**src/rtl/asrm_bus_initiator.sv**
```systemverilog
// asrm_bus_initiator: peripheral bus master.
// It turns valid/ready commands into single or burst reads and writes on the
// enable/addr/write_en/data_in/data_out peripheral bus. Results come back on a
// valid/ready response channel.
// Optional feature macro: ASRM_INITIATOR_BURST_EN.
//   When defined, cmd_len is honoured and bursts are 1..2^len_size beats.
//   When undefined, every command is single-beat and no burst counter is built.
module asrm_bus_initiator #(
  parameter int word_size      = 16,
  parameter int base_addr_size = 16,
  parameter int read_latency   = 1,
  parameter int len_size       = 4
) (
  input  logic                      clk,
  input  logic                      reset,
  input  logic                      cmd_valid,
  output logic                      cmd_ready,
  input  logic                      cmd_write,
  input  logic [base_addr_size-1:0] cmd_addr,
  input  logic [word_size-1:0]      cmd_wdata,
  input  logic [len_size-1:0]       cmd_len,
  output logic                      rsp_valid,
  input  logic                      rsp_ready,
  output logic [word_size-1:0]      rsp_data,
  output logic                      rsp_last,
  output logic                      busy,
  output logic                      enable,
  output logic [base_addr_size-1:0] addr,
  output logic                      write_en,
  output logic [word_size-1:0]      data_in,
  input  logic [word_size-1:0]      data_out
);

  typedef enum logic [1:0] {IDLE, ACCESS, RESP} state_t;

  localparam int LAT_W = (read_latency > 1) ? $clog2(read_latency) : 1;
  localparam logic [LAT_W-1:0] LAT_LAST = LAT_W'(read_latency - 1);

  state_t                    state;
  state_t                    state_next;
  logic                      cmd_write_q;
  logic [LAT_W-1:0]          lat_cnt;
  logic [base_addr_size-1:0] cur_addr;
  logic [word_size-1:0]      wdata_q;
  logic [word_size-1:0]      rsp_data_q;
  logic                      rsp_last_q;
  logic                      last_beat;
  logic                      beat_done;
  logic                      next_read_beat;

`ifdef ASRM_INITIATOR_BURST_EN
  logic [len_size-1:0] len_q;
  logic [len_size-1:0] beat_cnt;
  assign last_beat = (beat_cnt == len_q);
`else
  logic unused_len;
  assign unused_len = ^cmd_len;
  assign last_beat  = 1'b1;
`endif

  // A write beat always lasts one cycle; a read beat ends on its final latency cycle.
  assign beat_done      = cmd_write_q || (lat_cnt == LAT_LAST);
  assign next_read_beat = !cmd_write_q && !rsp_last_q;

  // Control state: FSM register, latency counter, burst bookkeeping.
  always_ff @(posedge clk or posedge reset) begin
    if (reset) begin
      state       <= IDLE;
      cmd_write_q <= 1'b0;
      lat_cnt     <= '0;
`ifdef ASRM_INITIATOR_BURST_EN
      len_q       <= '0;
      beat_cnt    <= '0;
`endif
    end else begin
      state <= state_next;
      case (state)
        IDLE: begin
          if (cmd_valid) begin
            cmd_write_q <= cmd_write;
            lat_cnt     <= '0;
`ifdef ASRM_INITIATOR_BURST_EN
            len_q       <= cmd_len;
            beat_cnt    <= '0;
`endif
          end
        end
        ACCESS: begin
          if (beat_done) lat_cnt <= '0;
          else           lat_cnt <= lat_cnt + 1'b1;
`ifdef ASRM_INITIATOR_BURST_EN
          if (cmd_write_q && !last_beat) beat_cnt <= beat_cnt + 1'b1;
`endif
        end
        RESP: begin
`ifdef ASRM_INITIATOR_BURST_EN
          if (rsp_ready && next_read_beat) beat_cnt <= beat_cnt + 1'b1;
`endif
        end
        default: ;
      endcase
    end
  end

  // Datapath: command fields, running address, captured response word.
  always_ff @(posedge clk) begin
    case (state)
      IDLE: begin
        if (cmd_valid) begin
          cur_addr <= cmd_addr;
          wdata_q  <= cmd_wdata;
        end
      end
      ACCESS: begin
        if (cmd_write_q) begin
          if (!last_beat) begin
            cur_addr <= cur_addr + 1'b1;
          end else begin
            rsp_data_q <= '0;
            rsp_last_q <= 1'b1;
          end
        end else if (beat_done) begin
          rsp_data_q <= data_out;
          rsp_last_q <= last_beat;
        end
      end
      RESP: begin
        if (rsp_ready && next_read_beat) cur_addr <= cur_addr + 1'b1;
      end
      default: ;
    endcase
  end

  // Next state and outputs; bus and response outputs decode from state only,
  // so an asynchronous reset drops them immediately.
  always_comb begin
    state_next = state;
    cmd_ready  = 1'b0;
    busy       = 1'b1;
    enable     = 1'b0;
    write_en   = 1'b0;
    addr       = '0;
    data_in    = '0;
    rsp_valid  = 1'b0;
    rsp_data   = '0;
    rsp_last   = 1'b0;
    unique case (state)
      IDLE: begin
        cmd_ready = 1'b1;
        busy      = 1'b0;
        if (cmd_valid) state_next = ACCESS;
      end
      ACCESS: begin
        enable   = 1'b1;
        write_en = cmd_write_q;
        addr     = cur_addr;
        data_in  = cmd_write_q ? wdata_q : '0;
        if (beat_done && (last_beat || !cmd_write_q)) state_next = RESP;
      end
      RESP: begin
        rsp_valid = 1'b1;
        rsp_data  = rsp_data_q;
        rsp_last  = rsp_last_q;
        if (rsp_ready) state_next = next_read_beat ? ACCESS : IDLE;
      end
      default: state_next = IDLE;
    endcase
  end

endmodule
```
**config.mk**
```make
export PLATFORM = sky130hd
export DESIGN_NAME = asrm_bus_initiator
export DESIGN_NICKNAME = d
export VERILOG_FILES = /design/src/rtl/asrm_bus_initiator.sv
export SDC_FILE = /design/constraint.sdc
export NUM_CORES = 1
export LEC_CHECK = 0
export ABC_AREA = 1
export CORE_MARGIN = 2
export CORE_UTILIZATION = 41
export CTS_BUF_LIST = sky130_fd_sc_hd__clkbuf_2 sky130_fd_sc_hd__clkbuf_4 sky130_fd_sc_hd__clkbuf_8
export CTS_CLUSTER_DIAMETER = 50
export DETAILED_ROUTE_END_ITERATION = 6
export PLACE_DENSITY = 0.85
export SLEW_MARGIN = 10
export SYNTH_ARGS = -nofsm -noshare
export SYNTH_HDL_FRONTEND = slang
export SYNTH_SLANG_ARGS = --single-unit
```
**constraint.sdc**
```tcl
create_clock -name clk -period 1.7 [get_ports clk]
set_input_delay 0.255 -clock clk [delete_from_list [all_inputs] [get_ports clk]]
set_output_delay 0.255 -clock clk [all_outputs]
set_load 0.02 [all_outputs]
```
==> results.py <==
metrics = {
    "synthesis": {
        "synth-edff-count": 48,
        "synth.largest_area_cell": "edfxtp_1",
        "synth.cell_area_mm2": 0.002212,
        "yosysSeqAreaShare_pct": 69.68,
        "postSynthCellCount": 215,
        "yosys_most_used_dff": "edfxtp_1",
        "ys_seq_elements": 52,
        "synth_area_leaders": "edfxtp_1, nor2_1, inv_1",
        "yosysWarnings": 0,
        "synth_nets": 272,
        "avgSynthCellArea_um2": 10.29,
        "synth_top_area_share_pct": 65.16,
        "synth_cell_type_count": 14,
        "ys_async_sr_fraction_pct": 7.692,
    },
    "detailed_routing": {
        "routed_wl_mm": 4.748,
        "avgViaCountPerCell": 4.213,
        "ant_nets": 0,
        "route.detailed.drc": 0,
        "route.vias.total": 1685,
        "wl_per_cell_um": 11.87,
        "dr.first_iter.drc_count": 47,
        "first_pass_iters": 4,
    },
    "sta": {
        "relSlewSlack_pct": 84.90,
        "timing.final.crit_share_pct": 97.13,
        "setup_violations": 0,
        "min_period_ps": 1651,
        "grt_setup_unrepaired": "no",
        "layout_setup_ws_ps": 48.81,
        "setup_tns_ps": 0,
        "fin_worst_hold_slack_ps": 128.3,
        "fin_skew_ps": 8.241,
        "tightest_slew_ps": 227.4,
        "max_freq_mhz": 605.6,
        "slew_viol_final": 0,
        "hold_violations": 0,
    },
    "global_routing": {
        "antenna_found_initial": 0,
        "track_usage_pct": 16.47,
        "first_global_vias": 1737,
        "grt_pass1_wl_mm": 7.783,
        "grt_start_max_net_pins": 23,
        "grt_overflow": 0,
    },
    "cts": {
        "numCtsBuffers": 5,
        "insertion_delay_ps": 290,
        "htreeDepth": 2,
        "cts.clk_slew.worst_paths_ps": 90,
        "cts-root-buf": "clkbuf_8",
        "cts-hold-fix-buffers": 0,
        "post_cts_buffers": 0,
        "cts.path.max_buffers": 2,
        "cts_sinks": 52,
        "cts_tree": "built",
    },
    "cells_and_area": {
        "most-common-layout-cells": "nor2_1, inv_1, clkdlybuf4s50_1",
        "fin_cells": 400,
        "final_common_cell": "nor2_1",
        "final_util_pct": 63.64,
        "area.growth.synth_to_final_pct": 48.81,
        "antennaDiodeCount": 0,
        "nets": 386,
        "drive_above_1_share_pct": 22.12,
    },
    "power": {
        "ir_drop_mv": 0.7715,
        "powerDensity_mw_per_mm2": 1352,
        "p_leak_nw": 1.596,
    },
    "worst_setup_path": {
        "regToRegSetupSlack_ps": 300,
        "crit-reg2reg-launch": "state[1]",
        "slowest_delay_ps": 400,
        "path_max_fanout": 14,
        "cp-end-kind": "primary output",
        "cp.buffers_inverters": 3,
        "ff2ff_path_depth": 7,
        "critPathTopFamily": "buffers and inverters",
        "cp.required_ps": 1440,
        "timing.rr.end": "rsp_data_q[6]",
        "cp_slowest_cell": "dfrtp_1",
        "cp.arrival_ps": 1400,
        "path_cells": "inv_2, nand2_2, buf_12, nor2_1, clkdlybuf4s15_2",
        "cp-start-kind": "register",
        "timing_worst_setup_path_type": "register to primary output",
    },
    "floorplanning": {
        "row_count": 26,
        "start_util_pct": 42.77,
        "die_y_um": 77.46,
        "die_w_um": 77.46,
        "ios": 111,
        "dieArea_mm2": 0.005999,
        "fp.coreArea_mm2": 0.005172,
    },
    "status": {
        "status": "complete, no violations",
    },
    "placement": {
        "dp_cells": 392,
        "routabilityCongestion": 0.7319,
        "dpl.hpwl_mm": 3.587,
        "place.port_buffers": 106,
        "place_ws_ps": -89.58,
    },
    "worst_hold_path": {
        "min_path_type": "input pin to async pin",
    },
    "flow_run": {
        "cap_viol_max_count": 0,
    },
}
==> worst max-delay path by stage <==
stage,from,to,slack [ps],depth (start not counted)
after floorplan,state[0],wdata_q[0],2,3
after global placement,state[1],data_in[12],-40,5
after detailed placement,state[1],addr[5],-90,5
after CTS,state[1],addr[3],5,5
after global routing,state[1],data_in[1],0.8,5
final,state[1],data_in[1],50,5
==> layout make-up <==
class	instances	area (µm²)
Clock inverter	1	7.507
Inverter	58	220.2
Fill cell	435	1881
Sequential cell	52	1543
Tap cell	70	87.58
Multi-Input combinational cell	96	372.9
Timing Repair Buffer	116	970.9
Clock buffer	7	90.09
==> worst reg2reg max path, cell delays in order (launching register included) <==
cell	delay, ps
dfrtp_1	400
inv_2	100
nand2_2	100
buf_12	160
inv_1	60
nand2_1	60
inv_1	90
buf_12	150
==> Yosys cell counts, types with 3 or more instances <==
cell type,count
nand2_1,25
edfxtp_1,48
dfrtp_1,4
buf_2,4
inv_1,57
clkbuf_8,3
nor2_1,67
==> cell families after synthesis <==
kind of cell,count (synthesis),share of synthesized area [%]
AOI/OAI and AO/OA,1,0.2260
buffers and inverters,67,13.46
DFF,52,69.68
and+or+nand+nor,95,16.63
==> sequential cells by signal, indices dropped and copies added, names as in the netlist <==
register,count
lat_cnt,1
state,2
cmd_write_q,1
wdata_q,16
cur_addr,16
rsp_data_q,16
==> per-stage QoR <==
step / instance area, µm² / power (mW)
CTS: 3506 / 4.607
global route: 3292 / 4.738
detailed placement: 3418 / 4.025
finish: 3292 / 4.452
floorplan: 2212 / 2.996
global placement: 3418 / 3.960
==> power by group <==
| part | internal [mW] | switching [mW] | leakage, nW |
|---|---|---|---|
| clock | 0.347 | 0.371 | 0.0479 |
| sequential | 1.77 | 0.0918 | 0.503 |
| combinational | 0.715 | 1.15 | 1.04 |
==> what timing repair did <==
| item | CTS | global route |
|---|---|---|
| hold endpoints to repair | 0 | 0 |
| endpoints found under the setup margin | 54 | 39 |
| pin swaps | 0 | 0 |
| cloned | 0 | 0 |
| resized for setup | 155 | 40 |
==> layer usage <==
layer | GRT usage [%] | vias up | wire [µm]
li1 | - | 857 | -
met1 | 17.03 | 753 | 1747
met2 | 31.65 | 67 | 2626
met3 | 3.488 | 8 | 282
met4 | 7.143 | 0 | 91
met5 | 0 | - | 0
No activity file was read; power rests on OpenSTA's default activity.
